`src/rtl/adder_share_arbiter_if.sv`:
```
// Handshake bundle between the two requesters and the shared adder arbiter.
interface adder_share_arbiter_if #(
    parameter int WIDTH = 32
);
    logic [1:0]       req_valid;
    logic [WIDTH-1:0] req_a0;
    logic [WIDTH-1:0] req_b0;
    logic [WIDTH-1:0] req_a1;
    logic [WIDTH-1:0] req_b1;
    logic [1:0]       req_grant;
    logic             rsp_valid;
    logic             rsp_id;
    logic [WIDTH-1:0] rsp_sum;
    logic             rsp_carry;
    logic             rsp_ovf;
    logic             rsp_ready;

    // Requester / result-consumer side
    modport master (
        output req_valid, req_a0, req_b0, req_a1, req_b1, rsp_ready,
        input  req_grant, rsp_valid, rsp_id, rsp_sum, rsp_carry, rsp_ovf
    );

    // Arbiter side
    modport slave (
        input  req_valid, req_a0, req_b0, req_a1, req_b1, rsp_ready,
        output req_grant, rsp_valid, rsp_id, rsp_sum, rsp_carry, rsp_ovf
    );
endinterface

```
`src/rtl/adder_share_arbiter.sv`:
```
// Round-robin arbiter sharing one registered WIDTH-bit adder between two
// requesters. One operation in flight at a time: IDLE grants, EXEC adds,
// DONE holds the result until the owner acknowledges it.
module adder_share_arbiter #(
    parameter int WIDTH = 32
) (
    input  logic                 Clk,
    input  logic                 Reset,
    adder_share_arbiter_if.slave bus
);
    typedef enum logic [1:0] {IDLE, EXEC, DONE} state_t;

    state_t           state_reg;
    logic             prio_reg;
    logic             owner_reg;
    logic [WIDTH-1:0] a_reg;
    logic [WIDTH-1:0] b_reg;
    logic             rsp_valid_reg;
    logic             rsp_id_reg;
    logic [WIDTH-1:0] rsp_sum_reg;
    logic             rsp_carry_reg;
    logic             rsp_ovf_reg;

    logic             grant_en;
    logic             grant_id;
    logic [1:0]       grant_vec;
    logic [WIDTH:0]   sum_wide;

    // Pick the winner: a lone requester always wins, a tie goes to prio.
    // Reset suppresses the grant so no operands are accepted while aborting.
    always_comb begin
        grant_en = (state_reg == IDLE) && !Reset && (bus.req_valid != 2'b00);
        grant_id = (bus.req_valid == 2'b11) ? prio_reg : bus.req_valid[1];
    end

    generate
        for (genvar gi = 0; gi < 2; gi++) begin : g_grant
            assign grant_vec[gi] = grant_en && (grant_id == (gi == 1));
        end
    endgenerate

    // Extra top bit captures the carry out of the MSB.
    assign sum_wide = {1'b0, a_reg} + {1'b0, b_reg};

    assign bus.req_grant = grant_vec;
    assign bus.rsp_valid = rsp_valid_reg;
    assign bus.rsp_id    = rsp_id_reg;
    assign bus.rsp_sum   = rsp_sum_reg;
    assign bus.rsp_carry = rsp_carry_reg;
    assign bus.rsp_ovf   = rsp_ovf_reg;

    // Control FSM plus operand latch and registered result stage.
    always_ff @(posedge Clk) begin
        if (Reset) begin
            state_reg     <= IDLE;
            prio_reg      <= 1'b0;
            owner_reg     <= 1'b0;
            a_reg         <= '0;
            b_reg         <= '0;
            rsp_valid_reg <= 1'b0;
            rsp_id_reg    <= 1'b0;
            rsp_sum_reg   <= '0;
            rsp_carry_reg <= 1'b0;
            rsp_ovf_reg   <= 1'b0;
        end else begin
            case (state_reg)
                IDLE: begin
                    if (grant_en) begin
                        owner_reg <= grant_id;
                        a_reg     <= grant_id ? bus.req_a1 : bus.req_a0;
                        b_reg     <= grant_id ? bus.req_b1 : bus.req_b0;
                        state_reg <= EXEC;
                    end
                end
                EXEC: begin
                    rsp_sum_reg   <= sum_wide[WIDTH-1:0];
                    rsp_carry_reg <= sum_wide[WIDTH];
                    // Overflow: operands agree in sign but the result does not.
                    rsp_ovf_reg   <= (a_reg[WIDTH-1] == b_reg[WIDTH-1]) &&
                                     (sum_wide[WIDTH-1] != a_reg[WIDTH-1]);
                    rsp_valid_reg <= 1'b1;
                    rsp_id_reg    <= owner_reg;
                    state_reg     <= DONE;
                end
                DONE: begin
                    // Result stays put until consumed; then the other side is favoured.
                    if (bus.rsp_ready) begin
                        rsp_valid_reg <= 1'b0;
                        prio_reg      <= ~owner_reg;
                        state_reg     <= IDLE;
                    end
                end
                default: state_reg <= IDLE;
            endcase
        end
    end
endmodule

```
`src/flat_wrapper.sv`:
```
// flat-port wrapper written by rule: the top's interface ports become plain ports
module adder_share_arbiter_flat 
#(
    parameter int WIDTH = 32
)
  (Clk, Reset, bus_req_valid, bus_req_a0, bus_req_b0, bus_req_a1, bus_req_b1, bus_rsp_ready, bus_req_grant, bus_rsp_valid, bus_rsp_id, bus_rsp_sum, bus_rsp_carry, bus_rsp_ovf);
  adder_share_arbiter_if #(.WIDTH(WIDTH)) bus_i ();
  input  logic Clk;
  input  logic Reset;
  input wire logic [$bits(bus_i.req_valid)-1:0] bus_req_valid;
  input wire logic [$bits(bus_i.req_a0)-1:0] bus_req_a0;
  input wire logic [$bits(bus_i.req_b0)-1:0] bus_req_b0;
  input wire logic [$bits(bus_i.req_a1)-1:0] bus_req_a1;
  input wire logic [$bits(bus_i.req_b1)-1:0] bus_req_b1;
  input wire logic [$bits(bus_i.rsp_ready)-1:0] bus_rsp_ready;
  output wire logic [$bits(bus_i.req_grant)-1:0] bus_req_grant;
  output wire logic [$bits(bus_i.rsp_valid)-1:0] bus_rsp_valid;
  output wire logic [$bits(bus_i.rsp_id)-1:0] bus_rsp_id;
  output wire logic [$bits(bus_i.rsp_sum)-1:0] bus_rsp_sum;
  output wire logic [$bits(bus_i.rsp_carry)-1:0] bus_rsp_carry;
  output wire logic [$bits(bus_i.rsp_ovf)-1:0] bus_rsp_ovf;
  assign bus_i.req_valid = bus_req_valid;
  assign bus_i.req_a0 = bus_req_a0;
  assign bus_i.req_b0 = bus_req_b0;
  assign bus_i.req_a1 = bus_req_a1;
  assign bus_i.req_b1 = bus_req_b1;
  assign bus_i.rsp_ready = bus_rsp_ready;
  assign bus_req_grant = bus_i.req_grant;
  assign bus_rsp_valid = bus_i.rsp_valid;
  assign bus_rsp_id = bus_i.rsp_id;
  assign bus_rsp_sum = bus_i.rsp_sum;
  assign bus_rsp_carry = bus_i.rsp_carry;
  assign bus_rsp_ovf = bus_i.rsp_ovf;
  adder_share_arbiter #(.WIDTH(WIDTH)) u_core (.Clk(Clk), .Reset(Reset), .bus(bus_i));
endmodule
```
`config.mk`:
```
export PLATFORM = sky130hd
export DESIGN_NAME = adder_share_arbiter_flat
export DESIGN_NICKNAME = d
export VERILOG_FILES = /design/src/rtl/adder_share_arbiter_if.sv /design/src/rtl/adder_share_arbiter.sv /design/src/flat_wrapper.sv
export SDC_FILE = /design/constraint.sdc
export NUM_CORES = 1
export LEC_CHECK = 0
export BUFFER_PORTS_ARGS = -buffer_cell sky130_fd_sc_hd__buf_2
export CORE_MARGIN = 5
export CORE_UTILIZATION = 50
export DETAILED_ROUTE_END_ITERATION = 16
export GPL_TIMING_DRIVEN = 0
export HOLD_SLACK_MARGIN = 0.08
export PLACE_DENSITY = 0.77
export SETUP_SLACK_MARGIN = 0.15
export SLEW_MARGIN = 10
export SYNTH_ARGS = -nofsm -noshare
export SYNTH_HDL_FRONTEND = slang
export SYNTH_SLANG_ARGS = --single-unit
export TNS_END_PERCENT = 10
```
`constraint.sdc`:
```
create_clock -name Clk -period 4.1 [get_ports Clk]
set_input_delay 0.205 -clock Clk [delete_from_list [all_inputs] [get_ports Clk]]
set_output_delay 0.205 -clock Clk [all_outputs]
set_load 0.02 [all_outputs]
```
# Yosys cells after proc, flatten, opt, wreduce, memory -nomap -nowiden
# Cells that the tools add are included.
[totals]
output_inout_bits = 38
ff_bits = 104
input_bits = 133
wordCells = 41
[op_classes]
eq_ne = 7
n_mux = 8
addsub = 1
bitwise = 2
n_reduce_logical = 13
[op_table]
columns = ["op", "count"]
rows = [
  ["32-bit two-way mux", 2],
  ["32-bit by 32-bit adder with 33-bit output", 1],
  ["2-bit AND reduction", 4],
  ["2-bit one-hot mux with 3 select lines", 1],
  ["1-bit logical AND", 5],
  ["2-bit == test, second input constant", 2],
  ["2-bit two-way mux", 2],
  ["2-bit nonzero test", 2],
  ["2-bit by 1-bit == test with 1-bit output, second input constant", 1],
  ["2-bit zero test", 1],
  ["1-bit two-way mux", 2],
  ["2-bit by 1-bit != test with 1-bit output, second input constant", 1],
  ["2-bit != test, second input constant", 1],
  ["1-bit inverter", 2],
  ["1-bit one-hot mux with 2 select lines", 1],
  ["1-bit == test", 1],
  ["1-bit zero test", 1],
  ["1-bit != test", 1],
]

# Longest topological paths before layout
# Gate-level depths: netlist of run 1.
[logic_depth]
depth_word = 5
depth_mapped = 10
ltp_nobuf = 10

# Least setup slack after synthesis of run 1
# No wires, ideal clock.
[synth_path]
path_kind = "reg2reg"
start = "register u_core.b_reg[0]"
end = "register u_core.rsp_sum_reg[26] (netlist: u_core.bus.rsp_sum[26])"
setup_time_ps = 122
slack_ps = 1643
stages_incl_launch_ff = 11
n_path_buf = 0
arrival_time_ps = 2335
cell_sequence = "dfxtp_1 -> ha_1 -> fa_1 -> a21oi_1 -> o211a_1 -> nor2_1 -> a22oi_1 -> a31oi_1 -> a21oi_1 -> nor4_1 -> a311o_1"
[synth_between]
elab_chain_cells = 1
[synth_rtl]
columns = ["element", "line_no", "source"]
rows = [
  ["from (decl)", "adder_share_arbiter.sv:17", "logic [WIDTH-1:0] b_reg;"],
  ["from (signal assigned)", "adder_share_arbiter.sv:71", "b_reg <= grant_id ? bus.req_b1 : bus.req_b0;"],
  ["32-bit by 32-bit adder with 33-bit output", "adder_share_arbiter.sv:43", "assign sum_wide = {1'b0, a_reg} + {1'b0, b_reg};"],
  ["to (signal assigned)", "adder_share_arbiter.sv:76", "rsp_sum_reg <= sum_wide[WIDTH-1:0];"],
  ["to (decl)", "adder_share_arbiter.sv:20", "logic [WIDTH-1:0] rsp_sum_reg;"],
]
# Every way passes these cells.
# A chain may end at the register's enable or synchronous reset.

# Worst setup path after layout of run 1
[layout_path]
start = "register u_core.state_reg[1]"
end = "output bus_req_grant[0]"
[layout_between]
elab_chain_cells = 4
[layout_rtl]
columns = ["element", "line_no", "source"]
rows = [
  ["from (decl)", "adder_share_arbiter.sv:13", "state_t state_reg;"],
  ["from (signal assigned)", "adder_share_arbiter.sv:55", "state_reg <= IDLE;"],
  ["from (signal assigned)", "adder_share_arbiter.sv:72", "state_reg <= EXEC;"],
  ["from (signal assigned)", "adder_share_arbiter.sv:83", "state_reg <= DONE;"],
  ["2-bit zero test", "adder_share_arbiter.sv:32", "grant_en = (state_reg == IDLE) && !Reset && (bus.req_valid != 2'b00);"],
  ["1-bit logical AND (2 in series)", "adder_share_arbiter.sv:32", ""],
  ["1-bit logical AND", "adder_share_arbiter.sv:38", "assign grant_vec[gi] = grant_en && (grant_id == (gi == 1));"],
  ["to (decl)", "flat_wrapper.sv:16", "output wire logic [$bits(bus_i.req_grant)-1:0] bus_req_grant;"],
]
# Every way passes these cells.

==> results.sh, run 1 <==
export IMPL_status="complete, no violations"
export IMPL_synth_cell_types=57
export IMPL_crit_slowest_cell="or4_1"
export IMPL_post_cts_buffers=0
export IMPL_cts_made_buffers=9
export IMPL_vias=5820
export IMPL_num_antenna_cells=0
export IMPL_gp_congestion=0.9489
export IMPL_worst_setup_path_end_kind="output pin"
export IMPL_ys_seq_elements=104
export IMPL_critical_path_most_common_cell="clkbuf_1"
export IMPL_clk_pin_slew_ps=70
export IMPL_met1Wirelength_um=7382
export IMPL_yosysMostFrequentCell="dfxtp_1"
export IMPL_grt_overflow=0
export IMPL_async_reset_ff_frac=0
export IMPL_fill_cells=1046
export IMPL_synth_compound_area_share=0.2353
export IMPL_crit_chain="or4_1 -> inv_1 -> clkbuf_1 -> clkbuf_1 -> and2_1 -> buf_2"
export IMPL_core_mm2=0.01147
export IMPL_totalNegativeSetupSlack_ps=0
export IMPL_post_cts_resized=0
export IMPL_area_delta_synth_final_pct=22.40
export IMPL_avgSynthCellArea_um2=8.541
export IMPL_synthFlopType="dfxtp_1"
export IMPL_finalSetupViolCount=0
export IMPL_postCtsHoldBufs=0
export IMPL_drc_errors=0
export IMPL_intPower_w=0.001818
export IMPL_power_leakage_nw=3.490
export IMPL_yosysSeqAreaShare=0.3553
export IMPL_start_util=0.5110
export IMPL_synth_common_cells="104 x dfxtp_1, 87 x nor2_1, 72 x a211oi_1"
export IMPL_worstSetupPathType="reg -> out"
export IMPL_fin_skew_ps=11.29
export IMPL_antenna_found_initial=0
export IMPL_yosysWarnings=0
export IMPL_cap_violations=0
export IMPL_synthCells=686
export IMPL_insertion_delay_ps=350
export IMPL_synthMuxAreaShare=0.1110
export IMPL_portBuffers=169
export IMPL_final_net_count=1032
export IMPL_vias_per_cell=5.740
export IMPL_grt_pass1_vias=5619
export IMPL_grt_util_all_layers=0.2372
export IMPL_h_tree_depth=3
export IMPL_die_y_um=118.3
export IMPL_whs_path_depth=3
export IMPL_cts_sinks=104
export IMPL_totalWireLength_um=17140
export IMPL_synth_edf_count=0
export IMPL_slew_viol_final=0
export IMPL_ir_worst_vdd_mv=0.3476
export IMPL_clkPwrFrac=0.310
export IMPL_firstDrtPassIters=5
export IMPL_routed_wl_met2_um=8020
export IMPL_synthXorXnorAreaFrac=0.02840
export IMPL_powerDensity_mw_per_mm2=377.1
export IMPL_ant_nets=0
export IMPL_synth_top_area_cell="dfxtp_1"
export IMPL_tightest_slew_ps=878.7
export IMPL_met3WireLength_um=1492
export IMPL_pwr_share_seq=0.429
export IMPL_place_hpwl_um=13580
export IMPL_ios=171
export IMPL_comb_power_share=0.261
export IMPL_die_area_mm2=0.01398
export IMPL_critPathMaxFanout=10
export IMPL_cts_tree="yes"
export IMPL_dr_max_layer_used="met4"
export IMPL_switching_power_w=0.0008870
export IMPL_seqCellArea_mm2=0.002082
export IMPL_multiInputGateArea_mm2=0.003565
export IMPL_cp_start_kind="flop"
export IMPL_yosys_area_share_simple=0.1619
export IMPL_max_freq_ghz=0.3380
export IMPL_grt_max_degree=19
export IMPL_swShare=0.3280
export IMPL_first_iter_violations=360
export IMPL_die_w_um=118.3
export IMPL_cp_required_ps=3890
export IMPL_fin_hold_ws_ps=145.4
export IMPL_arrival_ps=2750
export IMPL_synth_fa_ha_area_frac=0.07175
export IMPL_rsz0062_at_grt="false"
export IMPL_clock_path_buffers=2
export IMPL_slew_headroom=0.4142
export IMPL_yosysTopAreaCellShare=0.3553
export IMPL_rows=39
export IMPL_hold_class="in -> reg"
export IMPL_cts_root_buf="clkbuf_16"
export IMPL_period_minus_slack_ps=2959
export IMPL_routedWlPerCell_um=16.90
export IMPL_cp_slowest_stage_delay_ps=590
export IMPL_grt_pass1_wl_um=27590
export IMPL_synth_area_leaders="dfxtp_1 36%, mux2i_1 11%, a211oi_1 9.2%"
export IMPL_drive_gt1_frac=0.2227
export IMPL_synthesis_nets=852
export IMPL_netlist_area_mm2=0.005859
export IMPL_rr_worst_depth=10
export IMPL_synth_top_family_by_area="compound AO/OA/AOI/OAI gates"
export IMPL_fin_crit_sh=0.7217
export IMPL_finalHoldViolations=0
[worst max-delay path: cells and delay by family, from the launching register on]
family	cells	cell delay, ps
buffers and inverters	4	1270
and+or+nand+nor	2	790
DFF	1	340
[layer usage]
metal  GRT usage  vias to the layer above
li1            -                     2885
met1      0.3134                     2662
met2      0.3994                      247
met3     0.05205                       26
met4     0.04946                        0
met5           0                        -
[power groups by stage]
stage | clock (W) | sequential [W] | combinational (W)
after floorplan | 0 | 0.00120 | 0.000445
after global placement | 0 | 0.00118 | 0.000689
after detailed placement | 0 | 0.00118 | 0.000697
after CTS | 0.000843 | 0.00116 | 0.000701
after global routing | 0.000890 | 0.00117 | 0.000780
final | 0.000838 | 0.00116 | 0.000705
[layout make-up]
| class | count | area share |
|---|---|---|
| Multi-Input combinational cell | 526 | 0.4970 |
| Sequential cell | 104 | 0.2903 |
| Timing Repair Buffer | 169 | 0.1179 |
| Clock buffer | 10 | 0.03332 |
| Tap cell | 143 | 0.02495 |
| Buffer | 46 | 0.02442 |
| Clock inverter | 6 | 0.006804 |
| Inverter | 10 | 0.005234 |
[cell usage in the layout, fill, tap and decap left out, types with 10 or more instances in the layout]
cell type	Yosys	routed
buf_2	2	171
dfxtp_1	104	104
nor2_1	87	87
a211oi_1	72	72
mux2i_1	65	65
nand2_1	54	54
a21oi_1	52	52
clkbuf_1	34	34
ha_1	32	32
a21o_1	19	19
nand3_1	18	18
a31oi_1	14	14
o21ai_0	12	12
xor2_1	11	11
inv_1	10	10
buf_1	10	10
[path summary, 6_finish.rpt]
kind / slack [ps] / start / endpoint
max reg2reg: 1140 / u_core.b_reg[0] / u_core.bus.rsp_sum[26]
max: 1140 / u_core.state_reg[1] / bus_req_grant[0]
min: 150 / bus_rsp_ready / u_core.state_reg[1]
min reg2reg: 450 / u_core.bus.rsp_sum[17] / u_core.bus.rsp_sum[17]
[logic make-up after synthesis]
group                      count (synthesis)
and+or+nand+nor                          206
AOI/OAI and AO/OA                        203
DFF                                      104
muxes                                     65
buffers and inverters                     56
adders and majority gates                 33
xor gates and xnor gates                  19
[through the flow]
| stage | instance area [um2] | power, W | utilization | setup WS, ps | std cells |
|---|---|---|---|---|---|
| after global routing | 7172 | 0.002841 | 0.6254 | 948.3 | 1014 |
| after floorplan | 5859 | 0.001646 | - | 1643 | 686 |
| after CTS | 7172 | 0.002705 | 0.6254 | 1167 | 1014 |
| after detailed placement | 6884 | 0.001880 | 0.6003 | 1216 | 998 |
| final | 7172 | 0.002705 | 0.6254 | 1141 | 1014 |
| after global placement | 6884 | 0.001869 | 0.6003 | 1228 | 998 |
No activity file was read; power rests on OpenSTA's default activity.
==> inputs of run 2 (changes only) <==
Clock period 4.1 ns to 3.05 ns, I/O delays scaled along.
==> results.sh, run 2 (synthesis gave the netlist of run 1 again) <==
export IMPL_worst_setup_path_end_kind="flop"
export IMPL_grt_overflow=0
export IMPL_crit_chain="ha_1 -> fa_1 -> a21oi_1 -> o211a_1 -> nor2_1 -> a22oi_2 -> a31oi_1 -> a21oi_1 -> nor4_1 -> a311o_1"
export IMPL_crit_buf_inv=0
export IMPL_antenna_found_initial=0
export IMPL_area_delta_synth_final_pct=22.51
export IMPL_place_hpwl_um=13580
export IMPL_final_net_count=1032
export IMPL_power_leakage_nw=3.493
export IMPL_totalWireLength_um=17140
export IMPL_finalNonFillerCells=1014
export IMPL_clk_pin_slew_ps=70
export IMPL_critPathMaxFanout=4
export IMPL_seqCellArea_mm2=0.002082
export IMPL_vias_per_cell=5.734
export IMPL_dpl_cell_area_mm2=0.006884
export IMPL_ios=171
export IMPL_first_iter_violations=363
export IMPL_fill_cells=1045
export IMPL_die_w_um=118.3
export IMPL_rows=39
export IMPL_num_antenna_cells=0
export IMPL_die_area_mm2=0.01398
export IMPL_grt_util_all_layers=0.2380
export IMPL_portBuffers=169
export IMPL_clock_path_buffers=2
export IMPL_cts_root_buf="clkbuf_16"
export IMPL_grt_max_degree=19
export IMPL_cp_start_kind="flop"
export IMPL_vias=5814
export IMPL_cts_tree="yes"
export IMPL_routedWlPerCell_um=16.90
export IMPL_h_tree_depth=3
export IMPL_ant_nets=0
export IMPL_powerDensity_mw_per_mm2=506.3
export IMPL_final_common_cell="buf_2"
export IMPL_cts_sinks=104
export IMPL_cp_slowest_stage_delay_ps=420
export IMPL_period_minus_slack_ps=2813
export IMPL_critical_path_most_common_cell="a21oi_1"
export IMPL_layout_common_cells="171 x buf_2, 104 x dfxtp_1, 87 x nor2_1, 72 x a211oi_1, 65 x mux2i_1"
export IMPL_multiInputGateArea_mm2=0.003570
export IMPL_fin_hold_ws_ps=95.98
export IMPL_crit_slowest_cell="fa_1"
export IMPL_core_mm2=0.01147
export IMPL_drive_gt1_frac=0.2250
export IMPL_finalSetupViolCount=0
export IMPL_ir_worst_vdd_mv=0.4675
export IMPL_postCtsHoldBufs=0
export IMPL_worstSetupPathType="reg -> reg"
export IMPL_cts_made_buffers=9
export IMPL_slew_headroom=0.4127
export IMPL_arrival_ps=3050
export IMPL_final_area_mm2=0.007178
export IMPL_fin_skew_ps=11.19
export IMPL_rr_worst_depth=10
export IMPL_slew_viol_final=0
export IMPL_status="complete, no violations"
export IMPL_start_util=0.5110
export IMPL_grt_pass1_wl_um=27680
export IMPL_place_inst=998
export IMPL_drc_errors=0
export IMPL_insertion_delay_ps=350
export IMPL_rsz0062_at_grt="true"
export IMPL_finalHoldViolations=0
export IMPL_max_freq_ghz=0.3555
export IMPL_totalNegativeSetupSlack_ps=0
export IMPL_fin_crit_sh=0.9224
export IMPL_cp_required_ps=3280
export IMPL_tightest_slew_ps=881.0
export IMPL_critPathTopFamily="compound AO/OA/AOI/OAI gates"
export IMPL_cap_violations=0
export IMPL_hold_class="in -> reg"
export IMPL_whs_path_depth=3
export IMPL_gp_congestion=0.9489
export IMPL_grt_pass1_vias=5634
export IMPL_die_y_um=118.3
export IMPL_utilization=0.6260
export IMPL_cp_depth=10
export IMPL_firstDrtPassIters=5
run 2: cell types whose count changed in the layout (fill, tap and decap cells not counted):
cell / delta
a22oi_1: -1
a22oi_2: +1
clkbuf_1: -1
clkbuf_2: +1
run 2: stage by stage:
step | power (W) | setup slack (ps)
after global placement | 0.002513 | 177.7
after floorplan | 0.002212 | 592.6
final | 0.003634 | 236.7
after global routing | 0.003820 | 55.55
after detailed placement | 0.002527 | 165.7
after CTS | 0.003636 | 169.8
run 2: final timing paths:
check                              start                     end  slack (ps)
setup / recovery         u_core.b_reg[0]  u_core.bus.rsp_sum[26]         240
hold / removal             bus_rsp_ready     u_core.state_reg[1]         100
setup reg to reg         u_core.b_reg[0]  u_core.bus.rsp_sum[26]         240
hold reg to reg   u_core.bus.rsp_sum[17]  u_core.bus.rsp_sum[17]         450
run 2: power by group:
group	internal (W)	switching, W
Combinational	0.000376	0.000573
Sequential	0.00148	0.0000788
Clock	0.000585	0.000539
Total	0.00244	0.00119
run 2: layout make-up:
type | instances | share of cell area
clock inverters | 6 | 0.006798
repair buffers | 169 | 0.1178
flip-flops and latches | 104 | 0.2900
plain buffers | 46 | 0.02458
multi-input cells | 526 | 0.4973
clock buffers | 10 | 0.03329
well taps | 143 | 0.02493
inverters | 10 | 0.005229
run 2: timing repair:
item	in CTS	in global routing
buffers inserted	0	0
resized for setup	1	2
endpoints found under the setup margin	1	2
pin swaps	0	0
run 2: routing by layer:
layer  global-route usage  vias up  share of wire
li1                     -     2886              -
met3              0.05205       20          0.079
met5                    0        -              0
met1               0.3134     2690           0.44
met4              0.04946        0          0.011
met2               0.4023      218           0.47
run 2: worst register-to-register path: stages (launching register included):
cell and delay [ps]:
dfxtp_1 320, ha_1 240, fa_1 420, a21oi_1 270, o211a_1 230, nor2_1 110
a22oi_2 240, a31oi_1 210, a21oi_1 260, nor4_1 80, a311o_1 330
